### src/rtl/input_port_ctrl.sv
// input_port_ctrl: operator input responder for the IN instruction.
// Stalls the core until a debounced ENTER rise captures the switches.
module input_port_ctrl #(
  parameter int DATA_WIDTH      = 20,
  parameter int DEBOUNCE_CYCLES = 50000
) (
  input  logic                  clk,
  input  logic                  reset,
  input  logic                  in_req,
  input  logic [DATA_WIDTH-1:0] switches,
  input  logic                  btn_enter,
  output logic [DATA_WIDTH-1:0] sinal_input,
  output logic                  stall,
  output logic                  in_done,
  output logic                  waiting
);

  localparam int CW = $clog2(DEBOUNCE_CYCLES) + 1;
  localparam logic [CW-1:0] CNT_MAX = CW'(DEBOUNCE_CYCLES - 1);

  typedef enum logic [1:0] {
    IDLE,
    WAIT_PRESS,
    DONE
  } state_t;

  state_t          state_q;
  state_t          state_d;
  logic [1:0]      sync_q;
  logic            btn_sync;
  logic            db_level;
  logic            db_rise;
  logic [CW-1:0]   db_cnt;
  logic            mismatch;
  logic            db_hit;
  logic            capture;

  assign btn_sync = sync_q[1];

  always_ff @(posedge clk) begin
    if (reset) begin
      sync_q <= 2'b00;
    end else begin
      sync_q <= {sync_q[0], btn_enter};
    end
  end

  // level flips only after DEBOUNCE_CYCLES straight mismatching samples
  assign mismatch = (btn_sync != db_level);
  assign db_hit   = mismatch && (db_cnt == CNT_MAX);

  always_ff @(posedge clk) begin
    if (reset) begin
      db_cnt   <= '0;
      db_level <= 1'b0;
      db_rise  <= 1'b0;
    end else begin
      db_rise <= db_hit & btn_sync;
      if (!mismatch || db_hit) begin
        db_cnt <= '0;
      end else begin
        db_cnt <= db_cnt + CW'(1);
      end
      if (db_hit) begin
        db_level <= btn_sync;
      end
    end
  end

  always_ff @(posedge clk) begin
    if (reset) begin
      state_q <= IDLE;
    end else begin
      state_q <= state_d;
    end
  end

  always_comb begin
    state_d = state_q;
    capture = 1'b0;
    unique case (state_q)
      IDLE: begin
        if (in_req) state_d = WAIT_PRESS;
      end
      WAIT_PRESS: begin
        if (!in_req) begin
          state_d = IDLE;
        end else if (db_rise) begin
          capture = 1'b1;
          state_d = DONE;
        end
      end
      DONE: begin
        state_d = IDLE;
      end
      default: begin
        state_d = IDLE;
      end
    endcase
  end

  always_ff @(posedge clk) begin
    if (reset) begin
      sinal_input <= '0;
    end else if (capture) begin
      sinal_input <= switches;
    end
  end

  assign stall   = in_req & (state_q != DONE) & ~reset;
  assign in_done = (state_q == DONE);
  assign waiting = (state_q == WAIT_PRESS);

endmodule
### config.mk
export PLATFORM = sky130hd
export DESIGN_NAME = input_port_ctrl
export DESIGN_NICKNAME = d
export VERILOG_FILES = /design/src/rtl/input_port_ctrl.sv
export SDC_FILE = /design/constraint.sdc
export NUM_CORES = 1
export LEC_CHECK = 0
export CAP_MARGIN = 20
export CORE_UTILIZATION = 35
export CTS_BUF_LIST = sky130_fd_sc_hd__clkbuf_16
export CTS_CLUSTER_SIZE = 30
export DETAILED_ROUTE_END_ITERATION = 12
export HOLD_SLACK_MARGIN = 0.05
export PLACE_DENSITY = 0.72
export SYNTH_ARGS = -nofsm -noshare
export SYNTH_HDL_FRONTEND = slang
export SYNTH_SLANG_ARGS = --single-unit
### constraint.sdc
create_clock -name clk -period 1.5 [get_ports clk]
set_input_delay 0.45 -clock clk [delete_from_list [all_inputs] [get_ports clk]]
set_output_delay 0.45 -clock clk [all_outputs]
set_load 0.02 [all_outputs]
==> flow_summary.ini, run 1 <==
[logic_synthesis]
synth_area_leaders = dfxtp_1 51%, nand2_1 10%, a21oi_1 6.2%
synth_common_cells = 45 x nand2_1, 43 x dfxtp_1, 22 x nor2_1
syn-mean-instance-area_um2 = 8.57
async_flop_share_pct = 0
ys_warn_count = 0
synthesis.area_mm2 = 0.00170
ys.flop_type = dfxtp_1
ys_ff_latch = 43
synth_fp_nets = 223
ys_types = 29
synth_top_cell_by_area = dfxtp_1
synth_most_common_cell = nand2_1
netlist.area_leader.share_pct = 50.7
ys_seq_area_share_pct = 50.7
synth_edf_count = 0
synthCells = 198

[cells_and_area]
fin_nets = 297
fill_cells = 401
diodes = 0
layout-drive-gt1-share_pct = 21.6
postLayoutCoreUtil_pct = 58.2
multi_input_area_um2 = 833
fin_cells = 325
regArea_um2 = 867
fin_area_mm2 = 0.00262
area_growth_pct = 54.4

[cts]
path_clk_slew_ns = 0.06
clock_latency_ns = 0.28
cts_root_buf = clkbuf_16
cts_tree = done
h-tree-depth = 2
cts_made_buffers = 5
cts_buffer_depth = 2
hold_buffers = 0
cts_num_sinks = 43

[critical_path]
startpoint_type = primary input
worstSetupPathType = in -> out
crit_start = in_req
critPathCaptureType = output pin
r2r_end = db_level$_SDFFE_PP0P_
cp.arrival_ns = 1.01
reg2reg_slack_ns = 0.06
cp_max_fo = 2
slowest_stage = dlygate4sd2_1
crit_chain = dlygate4sd2_1 > nand2b_4 > nor2_1 > buf_4
crit_path_max_incr_delay_ns = 0.27
r2r_cells = 4
required_ns = 1.05
reg2reg_from = db_cnt[14]$_SDFF_PP0_

[timing]
slew_headroom_pct = 79.9
fin_ws_ns = 0.0356
rsz0062_at_grt = false
finalSetupViolCount = 0
fmax_mhz = 683
final-max-slew-violation-count = 0
clock_skew_ns = 0.00179
hold_violations = 0
worst_pin_slew_ns = 0.301
fin_hold_ws_ns = 0.433
fin_crit_sh_pct = 97.6
period_minus_slack_ns = 1.46

[drt]
drt-wirelength-per-cell_um = 11.9
dr_wl_met3_um = 218
wl_met2_mm = 1.79
wl_met1_mm = 1.80
highest_layer = met4
dr.first_iter.drc_count = 92
wl_mm = 3.86
num_vias = 1560
ant_nets = 0
drt_first_pass_iters = 4
drc = 0
vias_per_cell = 4.80

[die]
ios = 47
dieArea_mm2 = 0.00513
die_h_um = 71.6
initial_core_util_pct = 37.7
dieWidth_um = 71.6
coreArea_mm2 = 0.00450
rows = 24

[placed_design]
port_buffers = 46
dp.final_hpwl_mm = 2.62
dp.cells = 313
gp_routability_congestion = 0.850
placed_cell_area_mm2 = 0.00239
post-place-ws_ns = -0.683

[grt]
grt_overflow_total = 0
first_global_vias = 1521
grt_pass1_wl_mm = 6.40
antenna_found_initial = 0
grt_usage_pct = 15.9
grt_max_degree = 28

[hold_path]
whs_endpoint = state_q[0]$_SDFFE_PP0P_
hold_class = reg -> reg
whs_path_depth = 1
hp-start = state_q[1]$_SDFFE_PP0P_

[power_and_ir_drop]
combPwrFrac_pct = 4.4
worst_ir_drop_vdd_v = 0.000645
total_leakage_power_nw = 1.09
power_frac_seq_pct = 46.4
switchingPower_mw = 0.478
power_frac_clock_pct = 49.2
p_int_mw = 2.00
swShare_pct = 19.3
p_per_area_mw_per_mm2 = 946

[run_status]
status = finished clean

[job]
max-cap-violations = 0
-- metal layers --
metal  track usage [%]  vias to the layer above
met4              5.23                        0
met2              26.2                       36
met3              5.77                        7
met5                 0                        -
met1              19.3                      709
li1                  -                      808
-- sequential cells by signal, indices dropped and copies added (netlist names) --
register / flops
sync_q: 2
state_q: 2
sinal_input: 20
db_cnt: 17
db_rise: 1
db_level: 1
-- kinds of logic (layout without fill, tap and decap cells) --
family / Yosys count / after routing / share of synthesized area [%]
AO/OA/AOI/OAI: 27 / 27 / 9.22
buffers and inverters: 13 / 88 / 4.20
XOR/XNOR: 14 / 14 / 7.23
AND/OR/NAND/NOR: 100 / 100 / 27.9
flip-flops: 43 / 43 / 50.7
adder cells (fa/ha/maj): 1 / 1 / 0.737
-- power groups by stage --
stage | sequential, mW | clock, mW | combinational, mW
floorplan | 1.17 | 0 | 0.0292
global placement | 1.17 | 0 | 0.107
detailed placement | 1.17 | 0 | 0.107
CTS | 1.15 | 1.25 | 0.110
global route | 1.15 | 1.29 | 0.118
finish | 1.15 | 1.22 | 0.110
-- worst max path at each step --
stage | endpoint | slack (ns) | cells past startpoint
floorplan | db_cnt[4]$_SDFF_PP0_ | 0.009 | 6
global placement | stall | -0.65 | 4
detailed placement | stall | -0.68 | 4
CTS | stall | -0.03 | 4
global route | db_cnt[16]$_SDFF_PP0_ | 0.002 | 5
finish | stall | 0.04 | 4
-- area by class of cell --
| cell class | count | share of cell area, % |
|---|---|---|
| inverters | 4 | 0.573 |
| flip-flops and latches | 43 | 33.1 |
| multi-input cells | 142 | 31.8 |
| well taps | 52 | 2.48 |
| clock buffers | 5 | 4.78 |
| clock inverters | 3 | 1.67 |
| repair buffers | 76 | 25.6 |
-- timing repair --
action / in CTS / in global routing
resized for setup: 36 / 17
pin swaps: 2 / 3
setup buffers: 3 / 1
setup endpoints to repair: 40 / 11
-- critical path: cells and delay by family --
family / cells / cell delay (ns)
buf+inv: 2 / 0.41
simple gates: 2 / 0.15
-- through the flow --
step	total power, mW	TNS, ns
floorplan	1.20	0
global placement	1.28	-9.00
detailed placement	1.28	-10.23
CTS	2.51	-0.0250
global route	2.56	0
finish	2.48	0
-- cells in the final DEF, fill, tap and decap left out, drive strengths merged --
cell type      Yosys  routed
a211oi             1       1
a21oi             21      21
and3               6       6
and4               1       1
and4b              1       1
buf                3      33
bufinv             0       1
clkbuf             6       6
clkdlybuf4s50      0      21
clkinv             0       2
dfxtp             43      43
dlygate4sd2        0      21
ha                 1       1
inv                4       4
nand2             45      45
nand2b             1       1
nand3              4       4
nand4              6       6
nand4b             1       1
nor2              22      22
nor2b              5       5
nor3               3       3
nor4               2       2
nor4b              1       1
o21ai              3       3
o221ai             1       1
o41ai              1       1
or3                1       1
or4                1       1
xnor2              8       8
xor2               6       6
(Power assumes the default switching activity.)
==> run 2: changes to the inputs <==
--- a/config.mk
+++ b/config.mk
@@ -12,6 +12,7 @@
 export DETAILED_ROUTE_END_ITERATION = 12
 export HOLD_SLACK_MARGIN = 0.05
 export PLACE_DENSITY = 0.72
+export RECOVER_POWER = 100
 export SYNTH_ARGS = -nofsm -noshare
 export SYNTH_HDL_FRONTEND = slang
 export SYNTH_SLANG_ARGS = --single-unit
==> run 2 against run 1 <==
Effect of this change: sequential power is essentially flat; hold slack is essentially flat; fmax grew 1.4%; first-iteration DRC count fell by 1.1%; critical endpoint is now db_level$_SDFFE_PP0P_; clock power hardly changed; global-route usage did not move; critical path type is now reg -> reg; worst setup slack better by 0.020 ns; clock skew is essentially flat; flip-flop and latch count unchanged; die area unchanged; critical path depth is the same.
==> flow_summary.ini, run 2 (synthesis gave the netlist of run 1 again) <==
[run_status]
status = finished clean

[timing]
fin_ws_ns = 0.0561
finalSetupViolCount = 0
fin_setup_tns_ns = 0
fin_crit_sh_pct = 96.3
rsz0062_at_grt = false
period_minus_slack_ns = 1.44
worst_pin_slew_ns = 0.388
final-max-slew-violation-count = 0
slew_headroom_pct = 74.2
fmax_mhz = 693
clock_skew_ns = 0.00184
hold_violations = 0
fin_hold_ws_ns = 0.433

[die]
dieArea_mm2 = 0.00513
die_h_um = 71.6
initial_core_util_pct = 37.7
dieWidth_um = 71.6
rows = 24
coreArea_mm2 = 0.00450
ios = 47

[cells_and_area]
fin_area_mm2 = 0.00260
largest_reg_flops = 20
area_growth_pct = 53.2
fill_cells = 404
diodes = 0
final_common_cell = nand2_1
fin_cells = 325
largestRegisters = sinal_input (20), db_cnt (17)
layout-drive-gt1-share_pct = 21.6
regMostFlops = sinal_input
fin_nets = 297
layout_common_cells = 45 x nand2_1, 38 x dfxtp_1, 27 x buf_4
postLayoutCoreUtil_pct = 57.7

[cts]
cts_num_sinks = 43
cts_tree = done
path_clk_slew_ns = 0.06
cts_buffer_depth = 2
cts_root_buf = clkbuf_16
cts_made_buffers = 5
h-tree-depth = 2
clock_latency_ns = 0.28

[critical_path]
worstSetupPathType = reg -> reg
startpoint_type = register
critPathCaptureType = register
cp_max_fo = 4
required_ns = 1.69
crit_chain = nand2_1 > or4_4 > buf_4 > o41ai_2
crit_path_max_incr_delay_ns = 0.51
slowest_stage = or4_4
cp.arrival_ns = 1.63

[power_and_ir_drop]
p_per_area_mw_per_mm2 = 953
finalPower_mw = 2.48
worst_ir_drop_vdd_v = 0.000645
total_leakage_power_nw = 1.08

[drt]
vias_per_cell = 4.80
num_vias = 1559
dr.first_iter.drc_count = 91
ant_nets = 0
drt-wirelength-per-cell_um = 11.9
wl_mm = 3.86
drt_first_pass_iters = 4
drc = 0

[grt]
grt_max_degree = 28
grt_pass1_wl_mm = 6.40
antenna_found_initial = 0
grt_usage_pct = 15.9
grt_overflow_total = 0
first_global_vias = 1521

[placed_design]
dp.final_hpwl_mm = 2.62
gp_routability_congestion = 0.850
dp.cells = 313
placed_cell_area_mm2 = 0.00239
port_buffers = 46
post-place-ws_ns = -0.683

[hold_path]
hold_class = reg -> reg

[job]
max-cap-violations = 0
-- run 2: worst paths after layout --
kind	startpoint	to	slack [ns]	cells after the start
max	db_cnt[14]$_SDFF_PP0_	db_level$_SDFFE_PP0P_	0.06	4
min	state_q[1]$_SDFFE_PP0P_	state_q[0]$_SDFFE_PP0P_	0.43	1
max reg2reg	db_cnt[14]$_SDFF_PP0_	db_level$_SDFFE_PP0P_	0.06	4
min reg2reg	state_q[1]$_SDFFE_PP0P_	state_q[0]$_SDFFE_PP0P_	0.43	1
-- run 2: timing repair --
action | 4_1_cts | 5_1_grt
hold buffers | 0 | 0
buffers inserted | 3 | 1
setup endpoints to repair | 40 | 11
gates resized for setup | 36 | 17
pin swaps | 2 | 3
-- run 2: cell type report --
| class | instances | area [µm²] | area share (%) |
|---|---|---|---|
| Clock buffer | 5 | 125 | 4.81 |
| Clock inverter | 3 | 43.8 | 1.68 |
| Inverter | 4 | 15.0 | 0.577 |
| Multi-Input combinational cell | 142 | 828 | 31.9 |
| Sequential cell | 43 | 867 | 33.3 |
| Tap cell | 52 | 65.1 | 2.50 |
| Timing Repair Buffer | 76 | 656 | 25.2 |
-- run 2: critical path: cells and delay by family, from the launching register on --
| kind | cells | cell delay (ns) |
|---|---|---|
| and+or+nand+nor | 2 | 0.58 |
| buffers and inverters | 1 | 0.18 |
| DFF | 1 | 0.34 |
| AOI/OAI and AO/OA | 1 | 0.25 |
-- run 2: power by group --
part           internal [mW]  switching [mW]  total [mW]  leakage, nW
logic                 0.0695          0.0383       0.108        0.651
registers               1.15         0.00329        1.15        0.349
clock network          0.784           0.436        1.22       0.0838
total                   2.00           0.477        2.48         1.08
-- run 2: metal layers --
metal | global-route usage, % | part of all wire (%) | up-vias
met4 | 5.23 | 1.3 | 0
met3 | 5.77 | 5.5 | 7
li1 | - | - | 810
met2 | 26.2 | 46 | 36
met5 | 0 | 0 | -
met1 | 19.3 | 47 | 706
==> run 3: changes to the inputs <==
--- a/config.mk
+++ b/config.mk
@@ -11,7 +11,7 @@
 export CTS_CLUSTER_SIZE = 30
 export DETAILED_ROUTE_END_ITERATION = 12
 export HOLD_SLACK_MARGIN = 0.05
-export PLACE_DENSITY = 0.72
+export PLACE_DENSITY = 0.65
 export RECOVER_POWER = 100
 export SYNTH_ARGS = -nofsm -noshare
 export SYNTH_HDL_FRONTEND = slang
==> run 3 against run 2 <==
Effect of this change: total power down 7.0%; count of clock-buffer cells in the layout unchanged; die area unchanged; largest power group is now registers; critical path depth unchanged; critical path type is now in -> out.
==> flow_summary.ini, run 3 (synthesis gave the netlist of run 1 again) <==
[critical_path]
critPathCaptureType = output pin
cp_max_fo = 2
crit_path_max_incr_delay_ns = 0.20
required_ns = 1.05
crit_family = buffers and inverters
path_buf_inv = 2
cp.arrival_ns = 1.01
slowest_stage = clkdlybuf4s15_1
startpoint_type = primary input
crit_chain = clkdlybuf4s15_1 > nand2b_4 > nor2_4 > buf_6
worstSetupPathType = in -> out

[placed_design]
dp.final_hpwl_mm = 2.60
port_buffers = 46
gp_routability_congestion = 0.715
dp.cells = 314

[power_and_ir_drop]
power_frac_clock_pct = 45.3
total_leakage_power_nw = 1.05
p_per_area_mw_per_mm2 = 898
power_frac_seq_pct = 49.9
combPwrFrac_pct = 4.8
finalPower_mw = 2.30
p_int_mw = 1.83
swShare_pct = 20.5
worst_ir_drop_vdd_v = 0.000569
switchingPower_mw = 0.473

[timing]
worst_pin_slew_ns = 0.321
rsz0062_at_grt = true
clock_skew_ns = 0.00525
fin_setup_tns_ns = 0
final-max-slew-violation-count = 0
finalSetupViolCount = 0
period_minus_slack_ns = 1.46
slew_headroom_pct = 78.6
fin_crit_sh_pct = 97.5
fmax_mhz = 684
hold_violations = 0

[grt]
grt_pass1_wl_mm = 6.13
antenna_found_initial = 0
grt_overflow_total = 0
grt_usage_pct = 15.3
grt_max_degree = 28
first_global_vias = 1411

[cells_and_area]
largest_reg_flops = 20
fin_cells = 325
fin_nets = 297
regMostFlops = sinal_input
layout_common_cells = 44 x nand2_1, 38 x dfxtp_1, 26 x buf_4
largestRegisters = sinal_input (20), db_cnt (17)
fill_cells = 444
diodes = 0
layout-drive-gt1-share_pct = 20.5
area_growth_pct = 51.3
final_common_cell = nand2_1

[cts]
cts_tree = done
cts_num_sinks = 43
h-tree-depth = 2
cts_buffer_depth = 2
clock_latency_ns = 0.28
cts_made_buffers = 5
cts_root_buf = clkbuf_16
path_clk_slew_ns = 0.06

[drt]
wl_mm = 3.71
drt-wirelength-per-cell_um = 11.4
ant_nets = 0
vias_per_cell = 4.73
drt_first_pass_iters = 4
drc = 0
dr.first_iter.drc_count = 40
num_vias = 1536

[job]
max-cap-violations = 0

[die]
initial_core_util_pct = 37.7
rows = 24
die_h_um = 71.6
coreArea_mm2 = 0.00450
dieWidth_um = 71.6
ios = 47
dieArea_mm2 = 0.00513

[hold_path]
hold_class = reg -> reg

[run_status]
status = finished clean
==> run 3: timing repair <==
action                                  in CTS  in global routing
setup buffers                                3                  0
hold buffers                                 0                  0
endpoints found under the setup margin      41                 20
pin swaps                                    2                  0
resized for setup                           42                  9
endpoints found under the hold margin        0                  0
==> run 3: worst paths after layout <==
kind / depth (start not counted) / slack [ns] / from / endpoint
worst max-delay path: 4 / 0.04 / reset / stall
worst max register to register: 4 / 0.05 / db_cnt[15]$_SDFF_PP0_ / db_level$_SDFFE_PP0P_
worst min-delay path: 1 / 0.44 / sync_q[0]$_SDFF_PP0_ / sync_q[1]$_SDFF_PP0_
worst min register to register: 1 / 0.44 / sync_q[0]$_SDFF_PP0_ / sync_q[1]$_SDFF_PP0_
==> run 3: layout make-up <==
type                       count  area [µm²]  area share, %
clock buffer                   5         125           4.87
tap                           52        65.1           2.53
sequential                    43         867           33.8
inverter                       4        15.0          0.585
timing repair buffer          76         657           25.6
multi-input combinational    142         818           31.9
clock inverter                 3        20.0          0.780
==> run 3: worst reg2reg max path, stage by stage, from the launching register on <==
cell and delay, ns:
dfxtp_2 0.34, nand2_2 0.06, or4_4 0.51, buf_4 0.17, o41ai_2 0.27
==> run 3: power groups by stage <==
stage                     Sequential, mW  Clock [mW]  Combinational [mW]
after floorplan                     1.17           0              0.0292
after global placement              1.17           0               0.105
after detailed placement            1.18           0               0.105
after CTS                           1.15        1.08               0.109
after global routing                1.15        1.12               0.119
final                               1.15        1.04               0.111
==> run 3: metal layers <==
| layer | vias to the layer above | track usage (%) | share of wire, % |
|---|---|---|---|
| met1 | 686 | 18.8 | 49 |
| met3 | 2 | 6.05 | 5.9 |
| met2 | 36 | 24.9 | 45 |
| met5 | - | 0 | 0 |
| met4 | 0 | 4.58 | 0.38 |
| li1 | 812 | - | - |
==> run 3: stage by stage <==
stage	setup WS [ns]	util [%]	cell area [µm²]	hold WS (ns)
global route	-0.00215	57.0	2570	0.462
detailed placement	-0.698	53.3	2400	0.427
CTS	-0.0367	57.2	2570	0.441
global placement	-0.669	53.3	2400	0.422
finish	0.0379	57.0	2570	0.435
floorplan	0.00858	-	1700	0.403
